`config.mk`:
```
export PLATFORM = sky130hd
export DESIGN_NAME = t01_bus_arbiter_flat
export DESIGN_NICKNAME = d
export VERILOG_FILES = /design/src/rtl/t01_bus_arbiter_pkg.sv /design/src/rtl/t01_bus_arbiter_if.sv /design/src/rtl/t01_rr_picker.sv /design/src/rtl/t01_bus_arbiter.sv /design/src/flat_wrapper.sv
export SDC_FILE = /design/constraint.sdc
export NUM_CORES = 1
export LEC_CHECK = 0
export BUFFER_PORTS_ARGS = -buffer_cell sky130_fd_sc_hd__buf_2
export CAP_MARGIN = 5
export CORE_ASPECT_RATIO = 0.5
export CORE_MARGIN = 8
export CORE_UTILIZATION = 46
export CTS_CLUSTER_DIAMETER = 50
export DETAILED_ROUTE_END_ITERATION = 6
export GPL_ROUTABILITY_DRIVEN = 0
export PLACE_DENSITY_LB_ADDON = 0.15
export RECOVER_POWER = 25
export SLEW_MARGIN = 20
export SYNTH_ARGS = -nofsm -noshare
export SYNTH_HDL_FRONTEND = slang
export SYNTH_SLANG_ARGS = --single-unit
export TNS_END_PERCENT = 50
```
`constraint.sdc`:
```
create_clock -name clk -period 3 [get_ports clk]
set_clock_uncertainty 0.15 [all_clocks]
set_input_delay 0.45 -clock clk [delete_from_list [all_inputs] [get_ports clk]]
set_output_delay 0.45 -clock clk [all_outputs]
set_load 0.01 [all_outputs]
```
`src/rtl/t01_bus_arbiter_pkg.sv`:
```
// t01_arb_pkg: shared state type and bus widths for the t01 bus arbiter.
package t01_arb_pkg;
    typedef enum logic [1:0] {IDLE, ISSUE, WAIT} arb_state_t;
    localparam int BUS_W = 32;
    localparam int SEL_W = 4;
    localparam int DEF_TIMEOUT_CYCLES = 1024;
endpackage

```
`src/rtl/t01_bus_arbiter_if.sv`:
```
// t01_bus_arbiter_if: the single Wishbone manager port shared by all requesters.
interface t01_bus_arbiter_if;
    import t01_arb_pkg::*;
    logic             read_i;
    logic             write_i;
    logic [BUS_W-1:0] adr_i;
    logic [BUS_W-1:0] cpu_dat_i;
    logic [SEL_W-1:0] sel_i;
    logic             busy_o;
    logic [BUS_W-1:0] cpu_dat_o;
    modport master (output read_i, write_i, adr_i, cpu_dat_i, sel_i, input busy_o, cpu_dat_o);
    modport slave (input read_i, write_i, adr_i, cpu_dat_i, sel_i, output busy_o, cpu_dat_o);
endinterface

```
`src/rtl/t01_rr_picker.sv`:
```
// t01_rr_picker: combinational round-robin pick of the first eligible slot at or after ptr_i.
module t01_rr_picker #(
    parameter int N = 2
) (
    input  logic [N-1:0]         elig_i,
    input  logic [$clog2(N)-1:0] ptr_i,
    output logic [N-1:0]         win_o,
    output logic                 valid_o
);
    localparam int PW = $clog2(N);
    logic [PW-1:0] j;
    assign valid_o = |elig_i;
    // scan farthest-first so the slot nearest ptr_i overwrites the rest
    always_comb begin
        win_o = '0;
        j = '0;
        for (int i = N - 1; i >= 0; i--) begin
            j = PW'((int'(ptr_i) + i) % N);
            if (elig_i[j]) win_o = N'(1) << j;
        end
    end
endmodule

```
`src/rtl/t01_bus_arbiter.sv`:
```
// t01_bus_arbiter: round-robin share of one Wishbone manager port among NUM_REQ requesters.
// Define T01_ARB_TIMEOUT_EN to build the busy_o watchdog that ends a stuck WAIT with req_err.
module t01_bus_arbiter
    import t01_arb_pkg::*;
#(
    parameter int NUM_REQ = 2,
    parameter int TIMEOUT_CYCLES = DEF_TIMEOUT_CYCLES
) (
    input  logic                     clk,
    input  logic                     rst,
    input  logic [NUM_REQ-1:0]       req_read,
    input  logic [NUM_REQ-1:0]       req_write,
    input  logic [BUS_W*NUM_REQ-1:0] req_adr,
    input  logic [BUS_W*NUM_REQ-1:0] req_dat,
    input  logic [SEL_W*NUM_REQ-1:0] req_sel,
    output logic [NUM_REQ-1:0]       req_done,
    output logic [BUS_W-1:0]         req_rdata,
    output logic [NUM_REQ-1:0]       req_err,
    output logic [NUM_REQ-1:0]       grant,
    t01_bus_arbiter_if.master        bus
);
    localparam int PW = $clog2(NUM_REQ);
    arb_state_t         state_q;
    logic [PW-1:0]      rr_ptr_q, idx_q, win_idx, nxt_ptr;
    logic [NUM_REQ-1:0] grant_q, done_q, err_q, elig, win;
    logic               win_valid, rd_q, read_q, write_q, tmo;
    logic [BUS_W-1:0]   rdata_q, adr_q, dat_q;
    logic [SEL_W-1:0]   sel_q;
    logic [BUS_W-1:0]   adr_a [NUM_REQ];
    logic [BUS_W-1:0]   dat_a [NUM_REQ];
    logic [SEL_W-1:0]   sel_a [NUM_REQ];
    for (genvar s = 0; s < NUM_REQ; s++) begin : g_slot
        assign adr_a[s] = req_adr[BUS_W*s +: BUS_W];
        assign dat_a[s] = req_dat[BUS_W*s +: BUS_W];
        assign sel_a[s] = req_sel[SEL_W*s +: SEL_W];
    end
    // masking with done_q stops the just-served requester from winning again on its done cycle
    assign elig = (req_read | req_write) & ~done_q;
    t01_rr_picker #(.N(NUM_REQ)) u_pick (.elig_i(elig), .ptr_i(rr_ptr_q), .win_o(win), .valid_o(win_valid));
    always_comb begin
        win_idx = '0;
        for (int i = 0; i < NUM_REQ; i++) if (win[i]) win_idx = PW'(i);
    end
    assign nxt_ptr = (int'(idx_q) == NUM_REQ - 1) ? '0 : idx_q + 1'b1;
`ifdef T01_ARB_TIMEOUT_EN
    logic [15:0] cnt_q;
    assign tmo = bus.busy_o && (cnt_q == 16'(TIMEOUT_CYCLES - 1));
`else
    assign tmo = 1'b0;
`endif
    always_ff @(posedge clk) begin
        if (rst) begin
            state_q  <= IDLE;
            rr_ptr_q <= '0;
            idx_q    <= '0;
            grant_q  <= '0;
            done_q   <= '0;
            err_q    <= '0;
            rdata_q  <= '0;
            rd_q     <= 1'b0;
            read_q   <= 1'b0;
            write_q  <= 1'b0;
            adr_q    <= '0;
            dat_q    <= '0;
            sel_q    <= '0;
`ifdef T01_ARB_TIMEOUT_EN
            cnt_q    <= '0;
`endif
        end else begin
            done_q  <= '0;
            err_q   <= '0;
            rdata_q <= '0;
            case (state_q)
                IDLE: if (win_valid) begin
                    state_q <= ISSUE;
                    grant_q <= win;
                    idx_q   <= win_idx;
                    rd_q    <= req_read[win_idx];
                    read_q  <= req_read[win_idx];
                    write_q <= ~req_read[win_idx];
                    adr_q   <= adr_a[win_idx];
                    dat_q   <= dat_a[win_idx];
                    sel_q   <= sel_a[win_idx];
                end
                ISSUE: begin
                    state_q <= WAIT;
                    read_q  <= 1'b0;
                    write_q <= 1'b0;
`ifdef T01_ARB_TIMEOUT_EN
                    cnt_q   <= '0;
`endif
                end
                WAIT: begin
`ifdef T01_ARB_TIMEOUT_EN
                    if (bus.busy_o) cnt_q <= cnt_q + 16'd1;
`endif
                    if (!bus.busy_o || tmo) begin
                        done_q   <= bus.busy_o ? '0 : grant_q;
                        err_q    <= bus.busy_o ? grant_q : '0;
                        rdata_q  <= (rd_q && !bus.busy_o) ? bus.cpu_dat_o : '0;
                        adr_q    <= '0;
                        dat_q    <= '0;
                        sel_q    <= '0;
                        grant_q  <= '0;
                        rr_ptr_q <= nxt_ptr;
                        state_q  <= IDLE;
                    end
                end
                default: state_q <= IDLE;
            endcase
        end
    end
    assign grant         = grant_q;
    assign req_done      = done_q;
    assign req_err       = err_q;
    assign req_rdata     = rdata_q;
    assign bus.read_i    = read_q;
    assign bus.write_i   = write_q;
    assign bus.adr_i     = adr_q;
    assign bus.cpu_dat_i = dat_q;
    assign bus.sel_i     = sel_q;
endmodule
```
`src/flat_wrapper.sv`:
```
// flat-port wrapper written by rule: the top's interface ports become plain ports
module t01_bus_arbiter_flat import t01_arb_pkg::*;
#(
    parameter int NUM_REQ = 2,
    parameter int TIMEOUT_CYCLES = DEF_TIMEOUT_CYCLES
)
  (clk, rst, req_read, req_write, req_adr, req_dat, req_sel, req_done, req_rdata, req_err, grant, bus_read_i, bus_write_i, bus_adr_i, bus_cpu_dat_i, bus_sel_i, bus_busy_o, bus_cpu_dat_o);
  t01_bus_arbiter_if bus_i ();
  input  logic clk;
  input  logic rst;
  input  logic [NUM_REQ-1:0] req_read;
  input  logic [NUM_REQ-1:0] req_write;
  input  logic [BUS_W*NUM_REQ-1:0] req_adr;
  input  logic [BUS_W*NUM_REQ-1:0] req_dat;
  input  logic [SEL_W*NUM_REQ-1:0] req_sel;
  output logic [NUM_REQ-1:0] req_done;
  output logic [BUS_W-1:0] req_rdata;
  output logic [NUM_REQ-1:0] req_err;
  output logic [NUM_REQ-1:0] grant;
  output wire logic [$bits(bus_i.read_i)-1:0] bus_read_i;
  output wire logic [$bits(bus_i.write_i)-1:0] bus_write_i;
  output wire logic [$bits(bus_i.adr_i)-1:0] bus_adr_i;
  output wire logic [$bits(bus_i.cpu_dat_i)-1:0] bus_cpu_dat_i;
  output wire logic [$bits(bus_i.sel_i)-1:0] bus_sel_i;
  input wire logic [$bits(bus_i.busy_o)-1:0] bus_busy_o;
  input wire logic [$bits(bus_i.cpu_dat_o)-1:0] bus_cpu_dat_o;
  assign bus_read_i = bus_i.read_i;
  assign bus_write_i = bus_i.write_i;
  assign bus_adr_i = bus_i.adr_i;
  assign bus_cpu_dat_i = bus_i.cpu_dat_i;
  assign bus_sel_i = bus_i.sel_i;
  assign bus_i.busy_o = bus_busy_o;
  assign bus_i.cpu_dat_o = bus_cpu_dat_o;
  t01_bus_arbiter #(.NUM_REQ(NUM_REQ), .TIMEOUT_CYCLES(TIMEOUT_CYCLES)) u_core (.clk(clk), .rst(rst), .req_read(req_read), .req_write(req_write), .req_adr(req_adr), .req_dat(req_dat), .req_sel(req_sel), .req_done(req_done), .req_rdata(req_rdata), .req_err(req_err), .grant(grant), .bus(bus_i));
endmodule
```
==> metrics.cfg <==
[timing]
fmax_mhz = 449
finalHoldViolations = 0
slew_violations = 0
worstMarginPinSlew_ps = 559
min_period_over_period_pct = 74.2
fin_tns_setup_ps = 0
slew_headroom_pct = 62.8
setup_viol = 0
rsz0062_at_grt = no
period_needed_ps = 2230

[cells_and_area]
final_area_um2 = 6030
num-nets-final = 937
post-route-util_pct = 64.4
drive_gt1_share_pct = 34.7
fin_cells = 888
insertedDiodeCount = 0
syn_to_final_growth_pct = 37.7

[grt]
overflow = 0
grt_pass1_vias = 4340
antenna_found_initial = 1
grt_pass1_wl_mm = 23.1
grt.total_usage_pct = 21.7
grt_start_max_net_pins = 54

[yosys]
synth-edff-count = 0
async_reset_ff_share_pct = 0
syn_inst = 508
yosysTopAreaCell = dfxtp_1
ys_ff_latch = 111
synth_cell_types = 31
ys_top_cells_by_area = dfxtp_1, a311oi_1, nand2_1
ys.flop_type = dfxtp_1
yosys.area.top_type_share_pct = 50.8
syn_area_um2 = 4380
syn_area_per_cell_um2 = 8.62
synth_warnings = 0
seq_area_frac_synth_pct = 50.8

[floorplan]
start_util_pct = 46.8
coreArea_um2 = 9350
die_w_um = 154
num_rows = 25
dieHeight_um = 85.0
ios = 283
die_area_um2 = 13100

[detailed_routing]
vias_per_cell = 5.13
drc = 0
routed_wl_mm = 14.9
antenna_left = 0
vias = 4551
drt-initial-drc-count = 268
wl_per_cell_um = 16.8
drt_first_pass_iters = 4

[run]
cap_violations = 0

[placement]
dp.cells = 872
dp_hpwl_mm = 11.2
portBuffers = 280
placed_area_um2 = 5810

[power]
switchingPower_mw = 1.08
power_frac_seq_pct = 47.0
intPower_mw = 2.52
p_per_area_nw_per_um2 = 597
ir_worst_vdd_uv = 351
clockPowerShare_pct = 31.5
p_leak_nw = 2.80
total_power_mw = 3.60
comb_power_share_pct = 21.6
swShare_pct = 29.9

[clock_tree]
cts_tree = yes
path_clk_slew_ps = 70
clock-sinks = 111
cts-buffers-inserted = 9
cts_root_buf = clkbuf_16
clockBufferDepth = 2
cts_setup_buffers = 0
clk-insertion-delay-late_ps = 340
cts_hold_buffers = 0
cts_max_level = 3
cts-resized-gates = 0

[status]
status = finished, final reports clean

[setup_path]
crit_path_start_kind = flip-flop
critPathKind = flip-flop to flip-flop
worstPathArrival_ps = 2330
required_ps = 3100
end_kind = flip-flop
path_max_fanout = 53

[worst_hold_path]
worstHoldPathType = input pin to flip-flop

[cells by family (layout without fill, tap and decap cells)]
kind of cell    count (synthesis)  after routing  synth area share (%)
compound gates                156            156                  24.8
buf+inv                        53            311                  5.75
flops                         111            111                  50.8
other cells                     1              2                0.0857
simple gates                  187            187                  18.6
[metrics by stage]
step	hold slack, ps	setup slack [ps]
after floorplan	281	1340
after global placement	325	747
after detailed placement	319	695
after CTS	141	834
after global routing	129	512
final	152	773
[registers in the layout, indices dropped and copies added, names as in the netlist]
register,flops
u_core.bus.adr_i,32
u_core.bus.cpu_dat_i,32
u_core.req_rdata,32
u_core.bus.sel_i,4
u_core.grant,2
u_core.req_done,2
u_core.state_q,2
u_core.bus.read_i,1
u_core.bus.write_i,1
u_core.idx_q,1
u_core.rd_q,1
u_core.rr_ptr_q,1
[power groups by stage]
| stage | combinational [mW] | clock, mW | sequential, mW |
|---|---|---|---|
| CTS | 0.799 | 1.17 | 1.69 |
| global placement | 0.786 | 0 | 1.72 |
| detailed placement | 0.797 | 0 | 1.72 |
| finish | 0.776 | 1.13 | 1.69 |
| global route | 0.868 | 1.23 | 1.71 |
| floorplan | 0.391 | 0 | 1.79 |
[cell usage in the layout, fill, tap and decap left out, drive strengths merged, types with 2 or more instances in the layout]
cell	n
conb	2
a311oi	68
a32oi	2
clkinvlp	2
o21a	3
a21oi	71
nor2	11
nor3b	3
buf	244
inv	4
o21ba	2
a22oi	2
nand2	136
o21ai	3
clkbuf	60
and2	32
dfxtp	111
[critical path, stage by stage, from the launching register on]
cell and delay [ps]:
dfxtp_1 340, o21ba_1 380, o21a_4 540, buf_4 420, a21oi_1 70, a311oi_1 240
[synthesized netlist by cell type, types with 2 or more instances]
| cell type | count |
|---|---|
| nand2_1 | 136 |
| dfxtp_1 | 111 |
| a21oi_1 | 71 |
| a311oi_1 | 68 |
| and2_1 | 32 |
| buf_2 | 27 |
| clkbuf_1 | 17 |
| nor2_1 | 10 |
| buf_4 | 5 |
| buf_1 | 3 |
| o21a_1 | 3 |
| a22oi_1 | 2 |
| a32oi_1 | 2 |
| nor3b_1 | 2 |
| o21ai_0 | 2 |
| o21ba_2 | 2 |
[area by class of cell]
cell class	instances	area, um^2
tap	121	151
sequential	111	2220
clock buffer	10	229
timing repair buffer	294	1440
multi-input combinational	345	1920
clock inverter	6	52.6
fill	906	3330
inverter	1	3.75
[metal layers]
layer / global-route usage [%] / wire length (um) / vias up
li1: - / - / 2300
met1: 24.6 / 6080 / 2044
met2: 38.0 / 7470 / 181
met3: 6.99 / 1030 / 24
met4: 7.50 / 342 / 2
met5: 0 / 13 / -
[final timing paths]
kind / from / to / slack [ps] / cells after the start
worst max register to register: u_core.req_done[1]$_SDFF_PP0_ / u_core.bus.adr_i[30]$_SDFFE_PP0P_ / 770 / 5
worst min-delay path: bus_cpu_dat_o[27] / u_core.req_rdata[27]$_SDFF_PP0_ / 150 / 2
worst min register to register: u_core.bus.write_i$_SDFFE_PP0P_ / u_core.bus.write_i$_SDFFE_PP0P_ / 340 / 2
worst max-delay path: u_core.req_done[1]$_SDFF_PP0_ / u_core.bus.adr_i[30]$_SDFFE_PP0P_ / 770 / 5
No activity file was read; power rests on OpenSTA's default activity.
